[src/rtl/fmap_read_seq_if.sv]
`default_nettype none
// ============================================================================
// Module      : fmap_read_seq_if
// Description : Bundles the job, scratch-pad read and MAC stream signals of
//               the feature-map read sequencer. The master modport is the
//               sequencer side and the slave modport is its environment.
//               With FMAP_RD_PERF_CNT_EN defined, it also carries stall_cnt.
// Revision    : 1.0 - initial release
// ============================================================================
interface fmap_read_seq_if #(
  parameter int DATA_WIDTH         = 16,
  parameter int PARA_WIDTH         = 8,
  parameter int ADDRESSWIDTH_F_PAD = 8
) ();
  // Job control
  logic                          start;
  logic [ADDRESSWIDTH_F_PAD-1:0] pixel_point;
  logic [PARA_WIDTH-1:0]         weight_num;
  logic [PARA_WIDTH-1:0]         out_num;
  logic                          busy;
  logic                          done;
  // Scratch-pad read port
  logic                          pad_data_ready;
  logic [ADDRESSWIDTH_F_PAD-1:0] raddra_ifmap;
  logic [DATA_WIDTH-1:0]         fmap_out;
  // MAC stream
  logic [DATA_WIDTH-1:0]         mac_data;
  logic [PARA_WIDTH-1:0]         mac_tap;
  logic                          mac_first;
  logic                          mac_last;
  logic                          mac_valid;
  logic                          mac_ready;
`ifdef FMAP_RD_PERF_CNT_EN
  logic [15:0]                   stall_cnt;
`endif

  modport master (
    input  start, pixel_point, weight_num, out_num, pad_data_ready,
           fmap_out, mac_ready,
`ifdef FMAP_RD_PERF_CNT_EN
    output stall_cnt,
`endif
    output raddra_ifmap, mac_data, mac_tap, mac_first, mac_last,
           mac_valid, busy, done
  );

  modport slave (
    output start, pixel_point, weight_num, out_num, pad_data_ready,
           fmap_out, mac_ready,
`ifdef FMAP_RD_PERF_CNT_EN
    input  stall_cnt,
`endif
    input  raddra_ifmap, mac_data, mac_tap, mac_first, mac_last,
           mac_valid, busy, done
  );
endinterface : fmap_read_seq_if
`default_nettype wire

[src/rtl/fmap_read_seq.sv]
`default_nettype none
// ============================================================================
// Module      : fmap_read_seq
// Description : Scratch-pad read sequencer for a stride-1 1-D sliding window.
//               Issues reads at base+o+k (o outer over N outputs, k inner
//               over K taps), tags each returned pixel with its tap index and
//               streams it to the MAC array through a 2-entry buffer that
//               absorbs the 1-cycle scratch-pad latency.
//               Optional macro FMAP_RD_PERF_CNT_EN adds stall_cnt, a
//               saturating count of RUN cycles without a read issue.
// Revision    : 1.0 - initial release
// ============================================================================
module fmap_read_seq #(
  parameter int DATA_WIDTH         = 16,
  parameter int PARA_WIDTH         = 8,
  parameter int ADDRESSWIDTH_F_PAD = 8
) (
  input  logic            clk,
  input  logic            rst,
  fmap_read_seq_if.master bus
);

  localparam int c_ENTRY_W = DATA_WIDTH + PARA_WIDTH + 2;

  typedef enum logic [1:0] {
    S_IDLE  = 2'd0,
    S_RUN   = 2'd1,
    S_DRAIN = 2'd2,
    S_DONE  = 2'd3
  } state_t;

  state_t r_state;
  state_t w_state_nxt;

  // Job parameters latched at an accepted start
  logic [ADDRESSWIDTH_F_PAD-1:0] r_base;
  logic [PARA_WIDTH-1:0]         r_k_num;
  logic [PARA_WIDTH-1:0]         r_o_num;
  // Window counters
  logic [PARA_WIDTH-1:0]         r_o;
  logic [PARA_WIDTH-1:0]         r_k;
  // Tags travelling alongside the read in flight
  logic                          r_rd_v;
  logic [PARA_WIDTH-1:0]         r_rd_tap;
  logic                          r_rd_first;
  logic                          r_rd_last;
  // Output buffer: r_buf0 is always the head
  logic [1:0]                    r_occ;
  logic [c_ENTRY_W-1:0]          r_buf0;
  logic [c_ENTRY_W-1:0]          r_buf1;

  logic                          w_start_ok;
  logic                          w_zero_job;
  logic                          w_pop;
  logic [2:0]                    w_fill;
  logic                          w_issue;
  logic                          w_k_end;
  logic                          w_o_end;
  logic                          w_last_issue;
  logic [c_ENTRY_W-1:0]          w_new;

  assign w_start_ok   = (r_state == S_IDLE) && bus.start;
  assign w_zero_job   = (bus.weight_num == '0) || (bus.out_num == '0);
  assign w_pop        = (r_occ != 2'd0) && bus.mac_ready;
  // Occupancy the buffer will have once the read in flight lands and the
  // current head (if accepted) leaves; a new read may only issue while this
  // leaves room for it.
  assign w_fill       = {1'b0, r_occ} + {2'b00, r_rd_v} - {2'b00, w_pop};
  assign w_issue      = (r_state == S_RUN) && bus.pad_data_ready && (w_fill < 3'd2);
  assign w_k_end      = (r_k == r_k_num - PARA_WIDTH'(1));
  assign w_o_end      = (r_o == r_o_num - PARA_WIDTH'(1));
  assign w_last_issue = w_issue && w_k_end && w_o_end;
  assign w_new        = {bus.fmap_out, r_rd_tap, r_rd_first, r_rd_last};

  // Address is formed from the registered counters; it wraps naturally
  assign bus.raddra_ifmap = r_base + ADDRESSWIDTH_F_PAD'(r_o) + ADDRESSWIDTH_F_PAD'(r_k);

  assign {bus.mac_data, bus.mac_tap, bus.mac_first, bus.mac_last} = r_buf0;
  assign bus.mac_valid = (r_occ != 2'd0);
  assign bus.busy      = (r_state != S_IDLE);
  assign bus.done      = (r_state == S_DONE);

  // State register
  always_ff @(posedge clk or posedge rst) begin
    if (rst) r_state <= S_IDLE;
    else     r_state <= w_state_nxt;
  end

  // Next-state logic; an empty job passes through DRAIN so that its done
  // pulse lands on the same schedule as any other job that has drained.
  always_comb begin
    w_state_nxt = r_state;
    case (r_state)
      S_IDLE:  if (w_start_ok) w_state_nxt = w_zero_job ? S_DRAIN : S_RUN;
      S_RUN:   if (w_last_issue) w_state_nxt = S_DRAIN;
      S_DRAIN: if (!r_rd_v && (w_fill == 3'd0)) w_state_nxt = S_DONE;
      S_DONE:  w_state_nxt = S_IDLE;
      default: w_state_nxt = S_IDLE;
    endcase
  end

  // Latch the job at start and step the window counters on each issue;
  // the final issue leaves the counters in place so the address holds.
  always_ff @(posedge clk or posedge rst) begin
    if (rst) begin
      r_base  <= '0;
      r_k_num <= '0;
      r_o_num <= '0;
      r_o     <= '0;
      r_k     <= '0;
    end else if (w_start_ok) begin
      r_base  <= bus.pixel_point;
      r_k_num <= bus.weight_num;
      r_o_num <= bus.out_num;
      r_o     <= '0;
      r_k     <= '0;
    end else if (w_issue && !w_last_issue) begin
      if (w_k_end) begin
        r_k <= '0;
        r_o <= r_o + PARA_WIDTH'(1);
      end else begin
        r_k <= r_k + PARA_WIDTH'(1);
      end
    end
  end

  // Carry tap/first/last for the read whose data arrives next cycle
  always_ff @(posedge clk or posedge rst) begin
    if (rst) begin
      r_rd_v     <= 1'b0;
      r_rd_tap   <= '0;
      r_rd_first <= 1'b0;
      r_rd_last  <= 1'b0;
    end else begin
      r_rd_v     <= w_issue;
      r_rd_tap   <= r_k;
      r_rd_first <= (r_k == '0);
      r_rd_last  <= w_k_end;
    end
  end

  // Two-entry FIFO: returned pixels are pushed, MAC handshakes pop the head
  always_ff @(posedge clk or posedge rst) begin
    if (rst) begin
      r_occ  <= 2'd0;
      r_buf0 <= '0;
      r_buf1 <= '0;
    end else begin
      case ({r_rd_v, w_pop})
        2'b10: begin
          if (r_occ == 2'd0) r_buf0 <= w_new;
          else               r_buf1 <= w_new;
          r_occ <= r_occ + 2'd1;
        end
        2'b01: begin
          r_buf0 <= r_buf1;
          r_occ  <= r_occ - 2'd1;
        end
        2'b11: begin
          if (r_occ == 2'd1) begin
            r_buf0 <= w_new;
          end else begin
            r_buf0 <= r_buf1;
            r_buf1 <= w_new;
          end
        end
        default: ;
      endcase
    end
  end

`ifdef FMAP_RD_PERF_CNT_EN
  logic [15:0] r_stall_cnt;

  assign bus.stall_cnt = r_stall_cnt;

  // Saturating count of RUN cycles in which no read could be issued
  always_ff @(posedge clk or posedge rst) begin
    if (rst)                                  r_stall_cnt <= '0;
    else if (w_start_ok)                      r_stall_cnt <= '0;
    else if ((r_state == S_RUN) && !w_issue && (r_stall_cnt != 16'hFFFF))
                                              r_stall_cnt <= r_stall_cnt + 16'd1;
  end
`endif

endmodule : fmap_read_seq
`default_nettype wire
[src/flat_wrapper.sv]
// flat-port wrapper written by rule: the top's interface ports become plain ports
module fmap_read_seq_flat 
#(
  parameter int DATA_WIDTH         = 16,
  parameter int PARA_WIDTH         = 8,
  parameter int ADDRESSWIDTH_F_PAD = 8
)
  (clk, rst, bus_start, bus_pixel_point, bus_weight_num, bus_out_num, bus_pad_data_ready, bus_fmap_out, bus_mac_ready, bus_raddra_ifmap, bus_mac_data, bus_mac_tap, bus_mac_first, bus_mac_last, bus_mac_valid, bus_busy, bus_done);
  fmap_read_seq_if #(.DATA_WIDTH(DATA_WIDTH), .PARA_WIDTH(PARA_WIDTH), .ADDRESSWIDTH_F_PAD(ADDRESSWIDTH_F_PAD)) bus_i ();
  input  logic clk;
  input  logic rst;
  input wire logic [$bits(bus_i.start)-1:0] bus_start;
  input wire logic [$bits(bus_i.pixel_point)-1:0] bus_pixel_point;
  input wire logic [$bits(bus_i.weight_num)-1:0] bus_weight_num;
  input wire logic [$bits(bus_i.out_num)-1:0] bus_out_num;
  input wire logic [$bits(bus_i.pad_data_ready)-1:0] bus_pad_data_ready;
  input wire logic [$bits(bus_i.fmap_out)-1:0] bus_fmap_out;
  input wire logic [$bits(bus_i.mac_ready)-1:0] bus_mac_ready;
  output wire logic [$bits(bus_i.raddra_ifmap)-1:0] bus_raddra_ifmap;
  output wire logic [$bits(bus_i.mac_data)-1:0] bus_mac_data;
  output wire logic [$bits(bus_i.mac_tap)-1:0] bus_mac_tap;
  output wire logic [$bits(bus_i.mac_first)-1:0] bus_mac_first;
  output wire logic [$bits(bus_i.mac_last)-1:0] bus_mac_last;
  output wire logic [$bits(bus_i.mac_valid)-1:0] bus_mac_valid;
  output wire logic [$bits(bus_i.busy)-1:0] bus_busy;
  output wire logic [$bits(bus_i.done)-1:0] bus_done;
  assign bus_i.start = bus_start;
  assign bus_i.pixel_point = bus_pixel_point;
  assign bus_i.weight_num = bus_weight_num;
  assign bus_i.out_num = bus_out_num;
  assign bus_i.pad_data_ready = bus_pad_data_ready;
  assign bus_i.fmap_out = bus_fmap_out;
  assign bus_i.mac_ready = bus_mac_ready;
  assign bus_raddra_ifmap = bus_i.raddra_ifmap;
  assign bus_mac_data = bus_i.mac_data;
  assign bus_mac_tap = bus_i.mac_tap;
  assign bus_mac_first = bus_i.mac_first;
  assign bus_mac_last = bus_i.mac_last;
  assign bus_mac_valid = bus_i.mac_valid;
  assign bus_busy = bus_i.busy;
  assign bus_done = bus_i.done;
  fmap_read_seq #(.DATA_WIDTH(DATA_WIDTH), .PARA_WIDTH(PARA_WIDTH), .ADDRESSWIDTH_F_PAD(ADDRESSWIDTH_F_PAD)) u_core (.clk(clk), .rst(rst), .bus(bus_i));
endmodule
[config.mk]
export PLATFORM = sky130hd
export DESIGN_NAME = fmap_read_seq_flat
export DESIGN_NICKNAME = d
export VERILOG_FILES = /design/src/rtl/fmap_read_seq_if.sv /design/src/rtl/fmap_read_seq.sv /design/src/flat_wrapper.sv
export SDC_FILE = /design/constraint.sdc
export NUM_CORES = 1
export LEC_CHECK = 0
export BUFFER_PORTS_ARGS = -buffer_cell sky130_fd_sc_hd__buf_2
export CORE_MARGIN = 2
export CORE_UTILIZATION = 40
export DETAILED_ROUTE_END_ITERATION = 6
export PLACE_DENSITY = 0.68
export SLEW_MARGIN = 0
export SYNTH_ARGS = -nofsm -noshare
export SYNTH_HDL_FRONTEND = slang
export SYNTH_SLANG_ARGS = --single-unit
[constraint.sdc]
create_clock -name clk -period 4.6 [get_ports clk]
set_input_delay 0.46 -clock clk [delete_from_list [all_inputs] [get_ports clk]]
set_output_delay 0.46 -clock clk [all_outputs]
set_load 0.02 [all_outputs]
==> results.toml, run 1 <==
[placement]
gp_congestion = 0.795
place_hpwl_um = 8700
portBuffers = 81

[clock_network]
clk_latency_ns = 0.35
htree_levels = 3
clk_pin_slew_worst_paths_ns = 0.08
cts_buffers = 9
root_buffer = "clkbuf_16"
cts.sinks = 107
post_cts_resized = 0
cts_buffer_depth = 2
cts_hold_buffers = 0
cts_tree = "done"
cts_setup_buffers = 0

[sta]
fin_skew_ns = 0.00656
hold_ws_ns = 0.306
tns_ns = 0
final-setup-viol-count = 0
tightest_slew_ns = 1.15
fin_crit_ns = 4.02
relSlewSlack_pct = 23.4
slew_viol_final = 0
fmax_mhz = 249
finalHoldViolCount = 0
rsz0062_at_grt = "no"
fin_crit_sh_pct = 87.5

[synth]
synth_seq_cells = 107
syn_avg_cell_area_um2 = 9.93
synth-main-ff-cell = "dfrtp_1"
synth_cells = 561
synth-edff-count = 0
netlist_area_um2 = 5570
ys_warn_count = 0
synth-async-reset-ratio_pct = 100
ys_seq_area_share_pct = 48.0
synth_cell_types = 53
syn-num-nets = 638

[finish]
diodes = 0
nets = 708
drive_above_1_share_pct = 22.2
fin_util_pct = 47.0
area_growth_pct = 15.8

[floorplanning]
fp-row-count = 43
die_h_um = 122
core_area_um2 = 13700
ioPinCount = 82
start_util_pct = 40.6
die-area_um2 = 14900
die_x_um = 122

[power_and_ir_drop]
p_leak_nw = 3.08
ir_drop_uv = 242
powerDensity_nw_per_um2 = 702
power.total_mw = 4.53

[routing]
vias = 4306
drtPass1Iterations = 5
avgViaCountPerCell = 5.28
ant_nets = 0
drt_wl_total_um = 12400
wl_per_cell_um = 15.2
first_iter_violations = 330
drc = 0

[critical_path]
arrival_ns = 4.25
timing.rr.start = "u_core.r_occ[1]$_DFFE_PP0N_"
criticalPathCategory = "flip-flop to flip-flop"
max_stage_delay_ns = 0.63
crit_fanout = 7
cp_slowest_cell = "or4b_1"
endpoint_kind = "flip-flop"
crit_required_ns = 4.82
crit_path_start_kind = "flip-flop"
r2r-end = "u_core.r_o[6]$_DFFE_PP0P_"
rrSetupSlack_ns = 0.58
reg2regPathDepth = 13
crit_path_cell_trace = "inv_1 > ha_1 > nor2b_1 > ha_1 > inv_1 > ha_1 > inv_1 > fa_1 > xnor2_1 > nand4_1 > or4b_1 > or4_1 > mux2i_1"

[hold_path]
min_path_type = "input pin to asynchronous set/reset pin"

[flow_run]
cap_violations = 0

[grt]
grt_pass1_vias = 4173
grt_pass1_wl_um = 20400
antenna_found_initial = 0
gr-total-overflow = 0
grt_use_total_pct = 17.3
grt_start_max_net_pins = 77

[run_status]
status = "finished, final reports clean"
==> cell usage in the layout (no fill, tap or decap), types with 3 or more instances in the layout <==
cell type / count
nand3_1: 11
nand2b_1: 5
a22oi_1: 26
mux2i_1: 5
clkbuf_16: 9
fa_1: 9
nor4_1: 7
buf_4: 6
o31ai_1: 6
nor3_1: 9
a31oi_1: 4
nor2b_1: 5
nand2_1: 111
o21ai_0: 41
xnor2_1: 18
buf_2: 81
inv_1: 34
inv_6: 3
a21o_1: 4
dfrtp_1: 107
a21oi_1: 15
xor2_1: 8
nand4_1: 3
or3_1: 5
nor2_1: 12
ha_1: 23
mux2_2: 27
==> state kept, by name (all words and copies together), names as in the netlist <==
register and cells:
u_core.r_base 8, u_core.r_buf0 26, u_core.r_buf1 26, u_core.r_k 8
u_core.r_k_num 8, u_core.r_o 8, u_core.r_o_num 8, u_core.r_occ 2
u_core.r_rd_first 1, u_core.r_rd_last 1, u_core.r_rd_tap 8, u_core.r_rd_v 1
u_core.r_state 2
==> worst max-delay path by stage <==
stage,slack (ns),cells past startpoint,startpoint,end
CTS,0.57,13,u_core.r_occ[1]$_DFFE_PP0N_,u_core.r_o[6]$_DFFE_PP0P_
floorplan,0.92,14,u_core.r_occ[1]$_DFFE_PP0N_,u_core.r_o[6]$_DFFE_PP0P_
detailed placement,0.62,13,u_core.r_occ[1]$_DFFE_PP0N_,u_core.r_o[6]$_DFFE_PP0P_
global placement,0.72,13,u_core.r_occ[1]$_DFFE_PP0N_,u_core.r_o[6]$_DFFE_PP0P_
global route,0.35,13,u_core.r_occ[1]$_DFFE_PP0N_,u_core.r_o[6]$_DFFE_PP0P_
finish,0.58,13,u_core.r_occ[1]$_DFFE_PP0N_,u_core.r_o[6]$_DFFE_PP0P_
==> synth_stat cells, drive strengths merged, types with 9 or more instances <==
cell	n	area, um^2
a22oi	26	195
o21ai	41	205
mux2	28	315
nor3	9	45.0
nand3	11	55.1
inv	35	131
dfrtp	107	2680
nor2	13	48.8
a21oi	17	85.1
xnor2	18	158
clkbuf	26	97.6
ha	23	288
fa	9	180
nand2	111	417
==> critical path, delay by kind of cell, from the launching register on <==
family	cells	cell delay (ns)
and+or+nand+nor	4	1.79
muxes	1	0.14
DFF	1	0.44
buffers and inverters	3	0.22
xor gates and xnor gates	1	0.19
adders and majority gates	4	1.12
==> per-layer routing <==
layer / GRT usage (%) / vias up / share of wire [%]
li1: - / 2065 / -
met3: 3.46 / 7 / 5.2
met2: 29.1 / 127 / 49
met1: 23.2 / 2107 / 45
met4: 4.02 / 0 / 0.64
met5: 0 / - / 0
==> cells by family after synthesis <==
logic type	Yosys count	synth area share (%)
xor+xnor	26	4.09
simple gates	184	15.3
flops	107	48.0
mux	34	6.74
compound gates	115	13.2
buf+inv	63	4.27
fa+ha+maj	32	8.40
==> cell type report <==
class / instances / area [um^2]
clock buffers: 9 / 225
multi-input cells: 391 / 2680
well taps: 180 / 225
clock inverters: 6 / 60.1
flip-flops and latches: 107 / 2680
repair buffers: 87 / 450
inverters: 35 / 134
fillers: 1282 / 7270
==> power breakdown <==
part           internal (mW)  switching [mW]  total [mW]
clock                  0.377           0.362       0.739
sequential              1.30           0.321        1.63
combinational          0.897            1.27        2.17
total                   2.58            1.95        4.53
==> through the flow <==
stage          worst slack [ns]  instance area, um^2  std cells
2_1_floorplan             0.918                 5570        561
3_3_place_gp              0.716                 6170        800
3_5_place_dp              0.618                 6170        800
4_1_cts                   0.569                 6450        815
5_1_grt                   0.350                 6450        815
6_report                  0.576                 6450        815
No activity file was read; power rests on OpenSTA's default activity.
==> inputs of run 2 (changes only) <==
--- a/config.mk
+++ b/config.mk
@@ -9,7 +9,7 @@
 export CORE_MARGIN = 2
 export CORE_UTILIZATION = 40
 export DETAILED_ROUTE_END_ITERATION = 6
-export PLACE_DENSITY = 0.68
+export PLACE_DENSITY = 0.64
 export SLEW_MARGIN = 0
 export SYNTH_ARGS = -nofsm -noshare
 export SYNTH_HDL_FRONTEND = slang
==> results.toml, run 2 (synthesis results as in run 1) <==
[placement]
placed_area_um2 = 6170
pre_cts_slack_ns = 0.624
gp_congestion = 0.842
post-place-cells = 800
place_hpwl_um = 8450
portBuffers = 81

[critical_path]
arrival_ns = 4.19
criticalPathCategory = "flip-flop to flip-flop"
crit_cells = 13
r2r-end = "u_core.r_o[6]$_DFFE_PP0P_"
path_buf_inv = 3
crit_end = "u_core.r_o[6]$_DFFE_PP0P_"
rrSetupSlack_ns = 0.63
timing.rr.start = "u_core.r_occ[1]$_DFFE_PP0N_"
cp_slowest_cell = "or4b_1"
crit_path_start_kind = "flip-flop"
cp-startpoint = "u_core.r_occ[1]$_DFFE_PP0N_"
max_stage_delay_ns = 0.62
crit_fanout = 7
critPathTopFamily = "simple AND/OR/NAND/NOR gates"
endpoint_kind = "flip-flop"
reg2regPathDepth = 13
crit_required_ns = 4.83
crit_path_cell_trace = "inv_1 > ha_1 > nor2b_1 > ha_1 > inv_1 > ha_1 > inv_1 > fa_1 > xnor2_1 > nand4_1 > or4b_1 > or4_1 > mux2i_1"

[grt]
grt_use_total_pct = 17.1
antenna_found_initial = 0
grt_pass1_wl_um = 20200
gr-total-overflow = 0
grt_pass1_vias = 4178
grt_start_max_net_pins = 79

[clock_network]
cts_tree = "done"
clk_latency_ns = 0.35
cts_hold_buffers = 0
cts_buffer_depth = 2
cts.sinks = 107
htree_levels = 3
root_buffer = "clkbuf_16"
post_cts_resized = 0
clk_pin_slew_worst_paths_ns = 0.08
cts_buffers = 9
cts_setup_buffers = 0

[power_and_ir_drop]
pwr-share-seq_pct = 35.5
p_clk_share_pct = 17.6
p_comb_share_pct = 46.9
p_leak_nw = 3.09
netSwitchingPower_mw = 1.93
switching_share_pct = 42.2
p_int_mw = 2.64
ir_drop_uv = 254
powerDensity_nw_per_um2 = 705

[sta]
fin_crit_sh_pct = 86.2
tightest_slew_ns = 1.09
layout_setup_ws_ns = 0.634
relSlewSlack_pct = 27.2
final-setup-viol-count = 0
fmax_mhz = 252
fin_skew_ns = 0.00535
slew_viol_final = 0
tns_ns = 0
rsz0062_at_grt = "no"
fin_crit_ns = 3.97
finalHoldViolCount = 0

[floorplanning]
die_x_um = 122
start_util_pct = 40.6
die_h_um = 122
fp-row-count = 43
ioPinCount = 82
die-area_um2 = 14900
core_area_um2 = 13700

[finish]
final_cell_mix = "111 x nand2_1, 107 x dfrtp_1, 81 x buf_2"
multi_input_area_um2 = 2680
drive_above_1_share_pct = 22.2
area_growth_pct = 16.2
fill_cells = 1300
regArea_um2 = 2680
diodes = 0
final_area_um2 = 6480
nets = 708
fin_cells = 816
reg.largest.list = "u_core.r_buf0 x26, u_core.r_buf1 x26"
final_common_cell = "nand2_1"

[routing]
avgViaCountPerCell = 5.21
first_iter_violations = 237
drtPass1Iterations = 5
wl_per_cell_um = 14.8
vias = 4251
drt_wl_total_um = 12100
ant_nets = 0
drc = 0

[hold_path]
min_path_type = "input pin to asynchronous set/reset pin"

[flow_run]
cap_violations = 0

[run_status]
status = "finished, final reports clean"
==> run 2: per-layer routing <==
layer	global-route usage, %	part of all wire, %
met5	0	0
met1	22.3	46
met3	3.79	4.4
met4	3.38	0.75
met2	29.4	49
==> run 2: area by class of cell <==
| cell class | count | share of cell area (%) |
|---|---|---|
| clock buffer | 10 | 3.54 |
| clock inverter | 6 | 1.26 |
| inverter | 35 | 2.07 |
| multi-input combinational | 391 | 41.4 |
| sequential | 107 | 41.3 |
| tap | 180 | 3.48 |
| timing repair buffer | 87 | 6.96 |
==> run 2: worst min-delay path by stage <==
stage / startpoint / end / cells past startpoint
after floorplan: u_core.r_k[7]$_DFFE_PP0P_ / u_core.r_rd_tap[7]$_DFF_PP0_ / 0
after global routing: bus_pixel_point[2] / u_core.r_base[2]$_DFFE_PP0P_ / 3
after detailed placement: u_core.r_buf0[18]$_DFFE_PP0P_ / u_core.r_buf0[18]$_DFFE_PP0P_ / 2
after CTS: bus_pixel_point[4] / u_core.r_base[4]$_DFFE_PP0P_ / 3
after global placement: u_core.r_buf0[13]$_DFFE_PP0P_ / u_core.r_buf0[13]$_DFFE_PP0P_ / 2
final: rst / u_core.r_buf0[25]$_DFFE_PP0P_ / 2
==> run 2: power groups by stage <==
stage | logic (mW) | clock network, mW | registers [mW]
final | 2.14 | 0.803 | 1.62
after global routing | 2.41 | 0.861 | 1.68
after CTS | 2.17 | 0.826 | 1.62
after detailed placement | 2.16 | 0 | 1.64
after global placement | 2.11 | 0 | 1.62
after floorplan | 1.53 | 0 | 1.65
==> run 2: worst reg2reg max path: stages (launching register included) <==
cell and delay (ns):
dfrtp_1 0.42, inv_1 0.09, ha_1 0.25, nor2b_1 0.39, ha_1 0.36, inv_1 0.07, ha_1 0.13, inv_1 0.05
fa_1 0.37, xnor2_1 0.20, nand4_1 0.18, or4b_1 0.62, or4_1 0.56, mux2i_1 0.14
==> run 2: stage by stage <==
stage                     hold WS [ns]  utilization [%]  power [mW]
after detailed placement         0.467             44.9        3.80
after CTS                        0.303             47.2        4.62
final                            0.298             47.2        4.56
after global placement           0.457             44.9        3.73
after global routing             0.310             47.2        4.95
after floorplan                  0.352                -        3.18
